`src/rtl/hsid_x_batch_fsm_if.sv`:
```
// OBI read-request channel between the batch sequencer (master) and the memory reader (slave).
// Supplies fallback values for the HSID_* width defaults when no project-wide header defines them.
`ifndef HSID_WORD_WIDTH
`define HSID_WORD_WIDTH 32
`endif
`ifndef HSID_HSP_BANDS_WIDTH
`define HSID_HSP_BANDS_WIDTH 8
`endif
`ifndef HSID_HSP_LIBRARY_WIDTH
`define HSID_HSP_LIBRARY_WIDTH 8
`endif
`ifndef HSID_MEM_ACCESS_WIDTH
`define HSID_MEM_ACCESS_WIDTH 16
`endif

interface hsid_x_batch_fsm_if #(
  parameter int WORD_WIDTH       = `HSID_WORD_WIDTH,
  parameter int MEM_ACCESS_WIDTH = `HSID_MEM_ACCESS_WIDTH
);
  logic [WORD_WIDTH-1:0]       obi_initial_addr;
  logic [MEM_ACCESS_WIDTH-1:0] obi_limit_in;
  logic                        obi_start;
  logic                        obi_done;

  modport master (
    output obi_initial_addr,
    output obi_limit_in,
    output obi_start,
    input  obi_done
  );

  modport slave (
    input  obi_initial_addr,
    input  obi_limit_in,
    input  obi_start,
    output obi_done
  );
endinterface

```
`src/rtl/hsid_x_batch_fsm.sv`:
```
// Per-pixel batch sequencer: captured read, library read, wait for compute, advance; one state step per cycle, all outputs registered.
// Waits on obi_done/pixel_done indefinitely unless HSID_X_BATCH_TIMEOUT_EN adds a watchdog; clear/error abort from any busy state.
`ifndef HSID_WORD_WIDTH
`define HSID_WORD_WIDTH 32
`endif
`ifndef HSID_HSP_BANDS_WIDTH
`define HSID_HSP_BANDS_WIDTH 8
`endif
`ifndef HSID_HSP_LIBRARY_WIDTH
`define HSID_HSP_LIBRARY_WIDTH 8
`endif
`ifndef HSID_MEM_ACCESS_WIDTH
`define HSID_MEM_ACCESS_WIDTH 16
`endif

module hsid_x_batch_fsm #(
  parameter int WORD_WIDTH        = `HSID_WORD_WIDTH,
  parameter int HSP_BANDS_WIDTH   = `HSID_HSP_BANDS_WIDTH,
  parameter int HSP_LIBRARY_WIDTH = `HSID_HSP_LIBRARY_WIDTH,
  parameter int MEM_ACCESS_WIDTH  = `HSID_MEM_ACCESS_WIDTH,
  parameter int BATCH_WIDTH       = 8,
  parameter int TIMEOUT_CYCLES    = 4096
) (
  input  logic                         clk,
  input  logic                         rst,
  input  logic [HSP_BANDS_WIDTH-1:0]   hsp_bands,
  input  logic [HSP_LIBRARY_WIDTH-1:0] hsp_library_size,
  input  logic [BATCH_WIDTH-1:0]       batch_size,
  input  logic [WORD_WIDTH-1:0]        captured_pixel_addr,
  input  logic [WORD_WIDTH-1:0]        library_pixel_addr,
  input  logic                         start,
  input  logic                         clear,
  input  logic                         error,
  input  logic                         pixel_done,
  hsid_x_batch_fsm_if.master           obi,
  output logic                         busy,
  output logic [BATCH_WIDTH-1:0]       pixel_index,
  output logic                         cfg_err,
  output logic                         timeout_err,
  output logic                         interrupt
);

  typedef enum logic [2:0] {
    IDLE      = 3'd0,
    CONFIG    = 3'd1,
    START_CAP = 3'd2,
    READ_CAP  = 3'd3,
    START_LIB = 3'd4,
    READ_LIB  = 3'd5,
    WAIT_RES  = 3'd6,
    NEXT_PIX  = 3'd7
  } state_t;

  state_t                       state;
  logic [WORD_WIDTH-1:0]        obi_addr_q;
  logic [MEM_ACCESS_WIDTH-1:0]  obi_lim_q;
  logic                         obi_start_q;
  logic                         busy_q;
  logic [BATCH_WIDTH-1:0]       pix_q;
  logic                         cfg_err_q;
  logic                         interrupt_q;

  logic [HSP_BANDS_WIDTH-1:0]   bands_q;
  logic [HSP_LIBRARY_WIDTH-1:0] lib_size_q;
  logic [BATCH_WIDTH-1:0]       batch_q;
  logic [WORD_WIDTH-1:0]        cap_addr_q;
  logic [WORD_WIDTH-1:0]        lib_addr_q;

  // One extra bit keeps (bands+1) exact when bands is all-ones.
  logic [HSP_BANDS_WIDTH:0]     thr;
  logic [MEM_ACCESS_WIDTH-1:0]  cap_lim;
  logic [MEM_ACCESS_WIDTH-1:0]  lib_lim;
  logic [WORD_WIDTH-1:0]        cap_step;
  logic [WORD_WIDTH-1:0]        cap_addr_next;
  logic [BATCH_WIDTH-1:0]       pix_inc;
  logic                         abort;
  logic                         wd_expire;

  assign thr           = ({1'b0, bands_q} + (HSP_BANDS_WIDTH+1)'(1)) >> 1;
  assign cap_lim       = MEM_ACCESS_WIDTH'(thr);
  assign lib_lim       = MEM_ACCESS_WIDTH'({{HSP_LIBRARY_WIDTH{1'b0}}, thr} *
                                           {{(HSP_BANDS_WIDTH+1){1'b0}}, lib_size_q});
  assign cap_step      = WORD_WIDTH'({thr, 2'b00});
  assign cap_addr_next = cap_addr_q + cap_step;
  assign pix_inc       = pix_q + BATCH_WIDTH'(1);
  assign abort         = (state != IDLE) && (clear || error);

`ifdef HSID_X_BATCH_TIMEOUT_EN
  localparam int WD_W = $clog2(TIMEOUT_CYCLES + 1);

  logic [WD_W-1:0] wd_cnt;
  logic            wd_wait;
  logic            timeout_q;

  // Counter only advances while sitting in a wait state, so any exit resets it.
  assign wd_wait   = (((state == READ_CAP) || (state == READ_LIB)) && !obi.obi_done) ||
                     ((state == WAIT_RES) && !pixel_done);
  assign wd_expire = wd_wait && (wd_cnt == WD_W'(TIMEOUT_CYCLES - 1));
  assign timeout_err = timeout_q;
`else
  assign wd_expire   = 1'b0;
  assign timeout_err = 1'b0;
`endif

  always_ff @(posedge clk or posedge rst) begin
    if (rst) begin
      state       <= IDLE;
      obi_addr_q  <= '0;
      obi_lim_q   <= MEM_ACCESS_WIDTH'(1);
      obi_start_q <= 1'b0;
      busy_q      <= 1'b0;
      pix_q       <= '0;
      cfg_err_q   <= 1'b0;
      interrupt_q <= 1'b0;
      bands_q     <= '0;
      lib_size_q  <= '0;
      batch_q     <= '0;
      cap_addr_q  <= '0;
      lib_addr_q  <= '0;
`ifdef HSID_X_BATCH_TIMEOUT_EN
      wd_cnt      <= '0;
      timeout_q   <= 1'b0;
`endif
    end else begin
      obi_start_q <= 1'b0;
      cfg_err_q   <= 1'b0;
      interrupt_q <= 1'b0;
`ifdef HSID_X_BATCH_TIMEOUT_EN
      timeout_q   <= 1'b0;
      wd_cnt      <= wd_wait ? wd_cnt + WD_W'(1) : '0;
`endif
      if (abort) begin
        state       <= IDLE;
        busy_q      <= 1'b0;
        interrupt_q <= error;
      end else if (wd_expire) begin
        state       <= IDLE;
        busy_q      <= 1'b0;
        interrupt_q <= 1'b1;
`ifdef HSID_X_BATCH_TIMEOUT_EN
        timeout_q   <= 1'b1;
`endif
      end else begin
        case (state)
          IDLE: begin
            if (start) begin
              state      <= CONFIG;
              busy_q     <= 1'b1;
              pix_q      <= '0;
              bands_q    <= hsp_bands;
              lib_size_q <= hsp_library_size;
              batch_q    <= batch_size;
              cap_addr_q <= captured_pixel_addr;
              lib_addr_q <= library_pixel_addr;
            end
          end
          CONFIG: begin
            if ((bands_q == '0) || (lib_size_q == '0) || (batch_q == '0)) begin
              state       <= IDLE;
              busy_q      <= 1'b0;
              cfg_err_q   <= 1'b1;
              interrupt_q <= 1'b1;
            end else begin
              state       <= START_CAP;
              obi_start_q <= 1'b1;
              obi_addr_q  <= cap_addr_q;
              obi_lim_q   <= cap_lim;
            end
          end
          START_CAP: state <= READ_CAP;
          READ_CAP: begin
            if (obi.obi_done) begin
              state       <= START_LIB;
              obi_start_q <= 1'b1;
              obi_addr_q  <= lib_addr_q;
              obi_lim_q   <= lib_lim;
            end
          end
          START_LIB: state <= READ_LIB;
          READ_LIB: begin
            if (obi.obi_done) state <= WAIT_RES;
          end
          WAIT_RES: begin
            if (pixel_done) state <= NEXT_PIX;
          end
          NEXT_PIX: begin
            cap_addr_q <= cap_addr_next;
            pix_q      <= pix_inc;
            if (pix_inc == batch_q) begin
              state       <= IDLE;
              busy_q      <= 1'b0;
              interrupt_q <= 1'b1;
            end else begin
              state       <= START_CAP;
              obi_start_q <= 1'b1;
              obi_addr_q  <= cap_addr_next;
              obi_lim_q   <= cap_lim;
            end
          end
          default: begin
            state  <= IDLE;
            busy_q <= 1'b0;
          end
        endcase
      end
    end
  end

  assign obi.obi_initial_addr = obi_addr_q;
  assign obi.obi_limit_in     = obi_lim_q;
  assign obi.obi_start        = obi_start_q;
  assign busy                 = busy_q;
  assign pixel_index          = pix_q;
  assign cfg_err              = cfg_err_q;
  assign interrupt            = interrupt_q;

endmodule

```
`src/flat_wrapper.sv`:
```
// flat-port wrapper written by rule: the top's interface ports become plain ports
module hsid_x_batch_fsm_flat 
#(
  parameter int WORD_WIDTH        = `HSID_WORD_WIDTH,
  parameter int HSP_BANDS_WIDTH   = `HSID_HSP_BANDS_WIDTH,
  parameter int HSP_LIBRARY_WIDTH = `HSID_HSP_LIBRARY_WIDTH,
  parameter int MEM_ACCESS_WIDTH  = `HSID_MEM_ACCESS_WIDTH,
  parameter int BATCH_WIDTH       = 8,
  parameter int TIMEOUT_CYCLES    = 4096
)
  (clk, rst, hsp_bands, hsp_library_size, batch_size, captured_pixel_addr, library_pixel_addr, start, clear, error, pixel_done, busy, pixel_index, cfg_err, timeout_err, interrupt, obi_obi_initial_addr, obi_obi_limit_in, obi_obi_start, obi_obi_done);
  hsid_x_batch_fsm_if #(.WORD_WIDTH(WORD_WIDTH), .MEM_ACCESS_WIDTH(MEM_ACCESS_WIDTH)) obi_i ();
  input  logic clk;
  input  logic rst;
  input  logic [HSP_BANDS_WIDTH-1:0] hsp_bands;
  input  logic [HSP_LIBRARY_WIDTH-1:0] hsp_library_size;
  input  logic [BATCH_WIDTH-1:0] batch_size;
  input  logic [WORD_WIDTH-1:0] captured_pixel_addr;
  input  logic [WORD_WIDTH-1:0] library_pixel_addr;
  input  logic start;
  input  logic clear;
  input  logic error;
  input  logic pixel_done;
  output logic busy;
  output logic [BATCH_WIDTH-1:0] pixel_index;
  output logic cfg_err;
  output logic timeout_err;
  output logic interrupt;
  output wire logic [$bits(obi_i.obi_initial_addr)-1:0] obi_obi_initial_addr;
  output wire logic [$bits(obi_i.obi_limit_in)-1:0] obi_obi_limit_in;
  output wire logic [$bits(obi_i.obi_start)-1:0] obi_obi_start;
  input wire logic [$bits(obi_i.obi_done)-1:0] obi_obi_done;
  assign obi_obi_initial_addr = obi_i.obi_initial_addr;
  assign obi_obi_limit_in = obi_i.obi_limit_in;
  assign obi_obi_start = obi_i.obi_start;
  assign obi_i.obi_done = obi_obi_done;
  hsid_x_batch_fsm #(.WORD_WIDTH(WORD_WIDTH), .HSP_BANDS_WIDTH(HSP_BANDS_WIDTH), .HSP_LIBRARY_WIDTH(HSP_LIBRARY_WIDTH), .MEM_ACCESS_WIDTH(MEM_ACCESS_WIDTH), .BATCH_WIDTH(BATCH_WIDTH), .TIMEOUT_CYCLES(TIMEOUT_CYCLES)) u_core (.clk(clk), .rst(rst), .hsp_bands(hsp_bands), .hsp_library_size(hsp_library_size), .batch_size(batch_size), .captured_pixel_addr(captured_pixel_addr), .library_pixel_addr(library_pixel_addr), .start(start), .clear(clear), .error(error), .pixel_done(pixel_done), .obi(obi_i), .busy(busy), .pixel_index(pixel_index), .cfg_err(cfg_err), .timeout_err(timeout_err), .interrupt(interrupt));
endmodule
```
`config.mk`:
```
export PLATFORM = sky130hd
export DESIGN_NAME = hsid_x_batch_fsm_flat
export DESIGN_NICKNAME = d
export VERILOG_FILES = /design/src/rtl/hsid_x_batch_fsm_if.sv /design/src/rtl/hsid_x_batch_fsm.sv /design/src/flat_wrapper.sv
export SDC_FILE = /design/constraint.sdc
export NUM_CORES = 1
export LEC_CHECK = 0
export BUFFER_PORTS_ARGS = -buffer_cell sky130_fd_sc_hd__buf_4
export CORE_ASPECT_RATIO = 1.1
export CORE_MARGIN = 2
export CORE_UTILIZATION = 45
export CTS_CLUSTER_SIZE = 30
export DETAILED_ROUTE_END_ITERATION = 8
export PLACE_DENSITY = 0.7
export REMOVE_ABC_BUFFERS = 1
export SYNTH_ARGS = -nofsm -noshare
export SYNTH_HDL_FRONTEND = slang
export SYNTH_SLANG_ARGS = --single-unit
```
`constraint.sdc`:
```
create_clock -name clk -period 7 [get_ports clk]
set_input_delay 0.35 -clock clk [delete_from_list [all_inputs] [get_ports clk]]
set_output_delay 0.35 -clock clk [all_outputs]
set_load 0.005 [all_outputs]
```
==> impl_summary.txt <==
----------------------------------------------------
[Drt]
  Drt total wl ... 26530 µm
  Via Count ... 8548
  Routed wirelength normalized by instance count ... 17.68 µm
  Count of antenna-violating nets left after detailed routing ... 0
  Number of detailed-route iterations in the first pass ... 5
  Starting DRC count in detailed routing ... 603
  DRC viols ... 0
  Ratio of routed vias to standard cells ... 5.695

[Die]
  Horizontal die dimension ... 149.2 µm
  Initial standard-cell utilization of the core ... 0.4566
  Placeable core region ... 22860 µm²
  Die area ... 24430 µm²
  Top Ports ... 156
  Die H ... 163.7 µm
  Core Rows ... 58

[Timing]
  FMAX ... 179.7 MHz
  Transition time at the pin with the least slew margin ... 924.4 ps
  Total count of hold-check failures in the final report ... 0
  Post-Route Hold Slack ... 75.18 ps
  Period utilization ... 0.7950
  Skew final ... 13.94 ps
  Final number of max-transition violations ... 0
  Total negative setup slack ... 0 ps
  Final critical delay including setup and external delays ... 5565 ps
  Setup violators final ... 0
  Slew headroom ... 0.3780
  Unrepaired setup endpoints after global routing ... no

[Synth]
  Distinct cells, synth ... 71
  Mapped Cells ... 1064
  Top area cells in the synthesized netlist ... dfrtp_1, mux2_2, fa_1, ha_1, nand2_1
  Fraction of synthesized cell area taken by the top area cell type ... 0.3596
  Syn Std Cell Area ... 10440 µm²
  Portion of the post-synthesis area used by sequential elements ... 0.3621
  Primary flip-flop cell chosen by synthesis mapping ... dfrtp_1
  Async S/R FF share, synth ... 1.000
  Count of warnings emitted by yosys ... 0
  Avg Inst Size Synth ... 9.810 µm²
  Number of flops mapped to enable cells by yosys ... 0
  Number of synthesized register bits ... 151
  Post-synth top area cell ... dfrtp_1

[CTS]
  Count of instances resized after the clock tree is built ... 0
  Deepest clock path buffer count ... 2
  Clock edge transition at the registers on the reported setup and hold paths ... 70 ps
  Buffers inserted by post-CTS timing repair ... 0
  TritonCTS clock tree ... built
  Cell at the root of the clock tree ... clkbuf_16
  Max H-tree Level ... 4
  Worst-Skew Late Latency ... 430 ps
  Number of clock sinks ... 151
  Number of buffers inserted during clock tree synthesis ... 17
  Hold buffer count at cts ... 0

[Worst setup path]
  Flop2flop setup slack ... 1430 ps
  Worst reg2reg startpoint ... u_core.bands_q[0]
  Type of destination of the critical path ... flop
  Depth of the worst register-to-register path ... 18
  Critical path type ... reg -> reg
  Arrival time reported for the critical path endpoint ... 5920 ps
  Kind of launch point of the worst setup path ... flop
  Crit-path max FO ... 10
  Endpoint required time on the critical path ... 7360 ps
  Destination of the worst register-to-register timing path ... u_core.obi.obi_limit_in[15]

[Global routing]
  Global-route wire length before repair ... 43200 µm
  Aggregate global routing overflow ... 0
  Global router's overall resource usage ... 0.2229
  Pin count of the biggest net entering global routing ... 86
  Vias in the first global route ... 8566
  Initial antenna violation count ... 0

[Placed design]
  Number of placed cells counting well taps ... 1469
  Estimated wirelength of the detail-placed design ... 18290 µm
  Port buffer count ... 154
  Placer Congestion ... 0.8218

[Run]
  Maximum capacitance violations ... 0

[Finish]
  Share of cells above drive strength 1 ... 0.2614
  Diode insertion count for antenna repair ... 0
  Final instance count without filler cells ... 1501
  Final-layout fill cell count ... 2054
  Net total in the final layout ... 1367
  Synth-to-layout area growth ... 19.04%

[Power]
  Power per cell area ... 496.2 nW/µm²
  Peak supply drop ... 0.5102 mV
  Reported leakage power ... 5.666 nW

[Min path]
  HP Class ... in -> async

[Run status]
  Status ... complete, no violations

----------------------------------------------------
## how the worst max path moves through the flow
stage	startpoint	to	slack [ps]
CTS	u_core.bands_q[0]	u_core.obi.obi_limit_in[15]	1430
global placement	u_core.bands_q[1]	u_core.obi.obi_limit_in[15]	1620
global route	u_core.bands_q[4]	u_core.obi.obi_limit_in[15]	1090
detailed placement	u_core.bands_q[1]	u_core.obi.obi_limit_in[15]	1470
floorplan	u_core.state[2]	u_core.cap_addr_q[3]	1240
finish	u_core.bands_q[0]	u_core.obi.obi_limit_in[15]	1430
## power breakdown
group	switching, mW	internal (mW)	leakage, nW	total [mW]
sequential	0.276	1.16	1.81	1.44
combinational	1.99	1.79	3.58	3.78
clock	0.407	0.536	0.278	0.943
## area by class of cell
class	count	area (µm²)	area share
flip-flops and latches	151	3781	0.3043
inverters	71	271.5	0.02185
repair buffers	167	1254	0.1009
clock buffers	18	429.2	0.03454
clock inverters	14	165.2	0.01329
well taps	300	375.4	0.03021
multi-input cells	780	6148	0.4949
## flip-flops by register name (all words and copies together), names as in the netlist
name	count
u_core.bands_q	8
u_core.state	3
u_core.obi.obi_limit_in	16
u_core.batch_q	8
u_core.busy	1
u_core.pixel_index	8
u_core.obi.obi_initial_addr	32
u_core.cfg_err	1
u_core.lib_size_q	8
u_core.obi.obi_start	1
u_core.lib_addr_q	32
u_core.interrupt	1
u_core.cap_addr_q	32
## cell usage after synthesis, drive strengths merged, types with 3 or more instances
cell,instances
dfrtp,150
nand2,103
mux2,97
inv,71
a21oi,61
o21ai,58
and2,49
clkbuf,49
ha,47
fa,37
nor2,34
nand3,23
nor3b,18
nor3,17
a21o,15
and3,14
nor2b,14
buf,13
o22ai,13
mux2i,12
nor4,12
xnor2,12
a31oi,11
o211ai,11
o311ai,10
xor2,10
o21a,9
o31ai,7
or3,6
nand3b,5
o2111ai,5
o2bb2ai,5
or2,5
or4,5
a211oi,4
a22o,4
and4,4
nand4,4
a22oi,3
nand2b,3
o2111a,3
o21bai,3
o41ai,3
## routing by layer
metal  GRT usage  wire, µm  vias up
met3     0.03389      1213       37
met5           0         0        -
met1      0.2896     11370     4225
li1            -         -     4031
met4     0.06667       563        0
met2      0.3852     13390      255
## critical path, stage by stage (launching register included)
cell	delay, ps
dfrtp_1	390
ha_1	210
nand3_1	120
nor2_1	190
xor2_1	670
and2_1	260
fa_1	440
fa_1	470
fa_1	540
inv_1	50
fa_1	520
inv_1	40
ha_1	350
o21a_1	200
o2111ai_1	180
o21bai_1	170
a31oi_1	130
or4_1	470
nand3_1	90
## per-stage QoR
step,cell area [µm²],power [mW],utilization,worst slack (ps)
2_1_floorplan,10160,4.262,-,1236
3_3_place_gp,11830,5.167,0.5175,1617
3_5_place_dp,11830,5.229,0.5175,1471
4_1_cts,12420,6.213,0.5435,1428
5_1_grt,12420,6.792,0.5435,1091
6_report,12420,6.165,0.5435,1435
## layout by cell type, fill, tap and decap left out, types with 23 or more instances in the layout
cell	count
mux2_2	74
o21ai_0	57
mux2_4	23
nand2_1	102
ha_1	47
fa_1	37
and2_1	49
a21oi_1	61
buf_4	167
inv_1	70
nor2_1	32
dfrtp_1	149
## logic make-up (layout without fill, tap and decap cells)
kind of cell	after synthesis	after routing	synth area share
mux	109	109	0.1244
fa+ha+maj	84	84	0.1273
flops	151	151	0.3621
buf+inv	133	270	0.05215
compound gates	245	245	0.1528
xor+xnor	23	23	0.02074
other cells	1	1	0.0003593
simple gates	318	318	0.1600
(Power assumes the default switching activity.)
